==> config.mk <==
export PLATFORM = sky130hd
export DESIGN_NAME = rf_write_arbiter
export DESIGN_NICKNAME = d
export VERILOG_FILES = /design/src/rtl/rf_write_arbiter.sv
export SDC_FILE = /design/constraint.sdc
export NUM_CORES = 1
export LEC_CHECK = 0
export CORE_ASPECT_RATIO = 0.75
export CORE_MARGIN = 2
export CORE_UTILIZATION = 60
export CTS_BUF_LIST = sky130_fd_sc_hd__clkbuf_8
export DETAILED_ROUTE_END_ITERATION = 6
export DONT_BUFFER_PORTS = 1
export PLACE_DENSITY = 0.76
export SETUP_SLACK_MARGIN = 0.1
export SLEW_MARGIN = 20
export SYNTH_ARGS = -nofsm -noshare
export SYNTH_HDL_FRONTEND = slang
export SYNTH_SLANG_ARGS = --single-unit
==> constraint.sdc <==
create_clock -name clk -period 5.7 [get_ports clk]
set_input_delay 0.855 -clock clk [delete_from_list [all_inputs] [get_ports clk]]
set_output_delay 0.855 -clock clk [all_outputs]
set_load 0.01 [all_outputs]
==> src/rtl/rf_write_arbiter.sv <==
// Register-file write arbiter: two writeback requesters share one registered
// write port, with a destination-register scoreboard for hazard queries.
module rf_write_arbiter #(
  parameter int RR_ENABLE = 1
) (
  input  logic        clk,
  input  logic        reset,
  input  logic        wb0_valid,
  input  logic [4:0]  wb0_addr,
  input  logic [31:0] wb0_data,
  output logic        wb0_ready,
  input  logic        wb1_valid,
  input  logic [4:0]  wb1_addr,
  input  logic [31:0] wb1_data,
  output logic        wb1_ready,
  input  logic        rsv_valid,
  input  logic [4:0]  rsv_addr,
  input  logic [4:0]  rs1_addr,
  input  logic [4:0]  rs2_addr,
  output logic        rs1_busy,
  output logic        rs2_busy,
  output logic        wr_enable,
  output logic [4:0]  wr_addr,
  output logic [31:0] wr_data,
  output logic [31:0] busy_vec
);

  localparam int DATA_W = 32;
  localparam int ADDR_W = 5;

  logic              last_grant;
  logic              xfer_p0;
  logic              commit_p0;
  logic [ADDR_W-1:0] addr_p0;
  logic [DATA_W-1:0] data_p0;
  logic              vld_p1;
  logic [ADDR_W-1:0] addr_p1;
  logic [DATA_W-1:0] data_p1;
  logic [31:0]       busy_q;
  logic [31:0]       busy_nxt;

  // Stage p0: arbitration. last_grant=1 means requester 1 won the last transfer.
  always_comb begin
    wb0_ready = 1'b0;
    wb1_ready = 1'b0;
    if (!reset) begin
      if (wb0_valid && wb1_valid) begin
        if ((RR_ENABLE != 0) && (last_grant == 1'b0)) wb1_ready = 1'b1;
        else                                          wb0_ready = 1'b1;
      end else begin
        wb0_ready = wb0_valid;
        wb1_ready = wb1_valid;
      end
    end
  end

  assign xfer_p0   = wb0_ready | wb1_ready;
  assign addr_p0   = wb1_ready ? wb1_addr : wb0_addr;
  assign data_p0   = wb1_ready ? wb1_data : wb0_data;
  // Writes to x0 are accepted but never reach the register file.
  assign commit_p0 = xfer_p0 && (addr_p0 != '0);

  // Reservation wins over a same-edge clear of the same register.
  always_comb begin
    busy_nxt = busy_q;
    if (vld_p1) busy_nxt[addr_p1] = 1'b0;
    if (rsv_valid && (rsv_addr != '0)) busy_nxt[rsv_addr] = 1'b1;
    busy_nxt[0] = 1'b0;
  end

  // Stage p1: registered write port and scoreboard.
  always_ff @(posedge clk) begin
    if (reset) begin
      vld_p1     <= 1'b0;
      addr_p1    <= '0;
      data_p1    <= '0;
      last_grant <= 1'b1;
      busy_q     <= '0;
    end else begin
      vld_p1 <= commit_p0;
      if (commit_p0) begin
        addr_p1 <= addr_p0;
        data_p1 <= data_p0;
      end
      if (xfer_p0) last_grant <= wb1_ready;
      busy_q <= busy_nxt;
    end
  end

  assign wr_enable = vld_p1;
  assign wr_addr   = addr_p1;
  assign wr_data   = data_p1;
  assign busy_vec  = busy_q;
  // No bypass: a write in flight still reads busy until it commits.
  assign rs1_busy  = busy_q[rs1_addr];
  assign rs2_busy  = busy_q[rs2_addr];

endmodule
==> results.json <==
{
  "cts_max_path_buffers": 2,
  "fmaxAchievable_mhz": 334,
  "share_of_layout_cells_above_drive_strength_1_pct": 5.96,
  "worst-path-buf-inv": 0,
  "core_um2": 5860,
  "grt_pass1_vias": 2883,
  "reg2reg_slack_ps": 3340,
  "critical_path.reg2reg.startpoint": "last_grant",
  "ys_seq_area_share_pct": 38.4,
  "criticalPathCategory": "in -> out",
  "cp_peak_stage_delay_ps": 470,
  "cpLargestDelayFamily": "multiplexers",
  "min-delay-path-class": "reg -> reg",
  "yosys.cell_count.top_type": "dfxtp_1",
  "dpl.hpwl_um": 6580,
  "async_flop_share_pct": 0,
  "wl_met3_um": 1110,
  "timing.final.max_slew_violations": 0,
  "critical_path_required_ps": 4850,
  "post_cts_resized": 0,
  "cp_slowest_cell": "mux4_2",
  "postCtsSetupRepairBufs": 0,
  "worst_setup_path_startpoint": "rs1_addr[0]",
  "synth.cells.most_frequent": "70 x dfxtp_1, 58 x mux2i_1, 58 x o21ai_0",
  "slew_headroom_pct": 30.2,
  "synth_area_um2": 3650,
  "dominantRegCellSynth": "dfxtp_1",
  "final_hold_viol_count": 0,
  "die_width_um": 94.1,
  "dpl_cell_area_um2": 3610,
  "synth_top_cell_by_area": "dfxtp_1",
  "cp.arrival_ps": 2140,
  "dieHeight_um": 71.5,
  "run_status": "finished, final reports clean",
  "worst_setup_path_start_kind": "input port",
  "vias_per_cell": 6.46,
  "power_uw": 1120,
  "starting_density_pct": 62.3,
  "wl_met1_um": 4030,
  "clk_transition_reported_paths_ps": 70,
  "worst_r2r_path_depth": 6,
  "io_pins": 168,
  "highest-signal-layer": "met4",
  "synth_cell_type_count": 32,
  "drcViolationCount": 0,
  "antenna_violations_before_repair": 0,
  "io_buffers": 0,
  "setup_tns_ps": 0,
  "detail-route-antenna-nets": 0,
  "maximum_number_of_pins_on_one_net_before_global_route_repair": 74,
  "yosys_register_bits": 70,
  "worstSkewPairLatency_ps": 340,
  "final_net_count": 492,
  "vias": 3107,
  "fin_skew_ps": 9.44,
  "avgRoutedWirePerCell_um": 19.5,
  "static-leakage-power_uw": 0.00154,
  "endpoint_kind": "output pin",
  "power.ir.vdd_worst_mv": 0.156,
  "synth-edff-count": 0,
  "tritoncts.num_buffers": 9,
  "detail_route.first_pass.iterations": 5,
  "detail_route.iter0.violations": 241,
  "period_minus_slack_ps": 3000,
  "rsz0062_at_grt": "no",
  "final_area_um2": 3850,
  "tritoncts_num_sinks": 70,
  "syn-mean-instance-area_um2": 8.77,
  "antenna_cells_inserted": 0,
  "yosys_top_cell_area_share_pct": 38.4,
  "yosysWarnings": 0,
  "period_share_pct": 52.6,
  "setup_violating_endpoint_count_in_the_final_report": 0,
  "gr-usage-all-layers_pct": 27.1,
  "route.final.wire_length_um": 9380,
  "gpl.final_weighted_congestion": 0.881,
  "wire_length_of_the_first_global_routing_pass_um": 14300,
  "cts_root_buf": "clkbuf_8",
  "overflow": 0,
  "crit_cells": 4,
  "routed-wl-met2_um": 4170,
  "n_fill_cell": 501,
  "timing.rr.end": "wr_data[13]",
  "power_density_nw_per_um2": 292,
  "htree_levels": 3,
  "worstPathCellList": "mux4_2 -> mux2i_1 -> nor3b_1 -> or3_1",
  "synth_top_cells_by_area": "dfxtp_1 38%, mux2i_1 16%, nand3b_1 8.0%",
  "fp-row-count": 24,
  "area_growth_syn_to_layout_pct": 5.62,
  "max_cap_violations": 0,
  "tightest_slew_ps": 1040,
  "postSynthNetCount": 510,
  "cp-endpoint": "rs1_busy",
  "clock_tree_from_tritoncts": "built",
  "post_cts_hold_buffer_count": 0,
  "syn_inst": 416,
  "worstPathMaxFanout": 7,
  "die_area_um2": 6730
}
-- worst min path at each step --
stage	depth (start not counted)	from	to	slack, ps
after global placement	2	last_grant	last_grant	510
after detailed placement	2	last_grant	last_grant	520
final	2	last_grant	last_grant	530
after CTS	2	last_grant	last_grant	530
after global routing	2	last_grant	last_grant	540
after floorplan	2	last_grant	last_grant	480
-- where the power goes --
group          total, µW  internal (µW)  leakage (µW)  switching (µW)
clock                461            271      0.000121             190
combinational        103           48.6      0.000839            54.0
sequential           560            519      0.000575            41.4
-- layout make-up --
type	instances	area, µm²	area share, %
inverters	4	15.0	0.389
repair buffers	1	7.51	0.195
well taps	78	97.6	2.53
clock buffers	11	151	3.93
flip-flops and latches	70	1400	36.4
multi-input cells	312	2100	54.5
clock inverters	5	81.3	2.11
-- worst register-to-register path: stages (launching register included) --
cell and delay [ps]:
dfxtp_1 320, and2_1 160, or3b_2 440, buf_4 330, a221o_4 710, nand3b_1 200
o21ai_1 70
-- through the flow --
| step | hold slack [ps] | worst slack [ps] | utilization [%] | cells |
|---|---|---|---|---|
| after floorplan | 481 | 2630 | - | 416 |
| after global placement | 510 | 2660 | 61.7 | 465 |
| after detailed placement | 516 | 2600 | 61.7 | 465 |
| after CTS | 533 | 2710 | 65.7 | 481 |
| after global routing | 545 | 2640 | 65.8 | 481 |
| final | 530 | 2700 | 65.8 | 481 |
-- logic make-up after synthesis --
kind of cell	count (synthesis)	share of synthesized area [%]
and+or+nand+nor	129	20.4
muxes	64	19.6
DFF	70	38.4
other	1	0.103
buffers and inverters	34	4.35
AOI/OAI and AO/OA	118	17.1
-- state kept, by name, indices dropped and copies added, names as in the netlist --
name / flops
wr_data: 32
busy_vec: 31
wr_addr: 5
last_grant: 1
wr_enable: 1
-- layer usage --
layer	up-vias	global-route usage, %
met3	10	10.7
met5	-	0
li1	1477	-
met2	170	41.0
met1	1450	36.5
met4	0	7.09
-- placed cells by master, fill, tap and decap left out --
| master | synthesis | layout |
|---|---|---|
| nand3b_1 | 39 | 39 |
| conb_1 | 1 | 1 |
| and3_1 | 2 | 2 |
| clkinv_4 | 0 | 1 |
| inv_1 | 4 | 5 |
| nor2_1 | 9 | 9 |
| and2_1 | 1 | 1 |
| nor2b_1 | 7 | 7 |
| buf_4 | 1 | 1 |
| or3b_2 | 0 | 1 |
| bufinv_16 | 0 | 2 |
| a22oi_1 | 4 | 4 |
| o21bai_1 | 2 | 2 |
| and3b_1 | 2 | 2 |
| o32ai_1 | 2 | 2 |
| or3_1 | 6 | 6 |
| nor3b_1 | 7 | 7 |
| o21ai_0 | 58 | 58 |
| nand4_1 | 2 | 2 |
| nor3_1 | 4 | 4 |
| a2111oi_0 | 2 | 2 |
| nor4b_1 | 1 | 1 |
| nand2b_1 | 2 | 2 |
| inv_6 | 0 | 1 |
| nand2_1 | 36 | 36 |
| dfxtp_1 | 70 | 70 |
| a21oi_1 | 39 | 39 |
| o21ai_1 | 10 | 10 |
| mux2i_1 | 58 | 58 |
| mux4_2 | 6 | 6 |
| clkbuf_8 | 0 | 11 |
| a221o_4 | 0 | 1 |
| nand3_1 | 10 | 10 |
(Power assumes the default switching activity.)
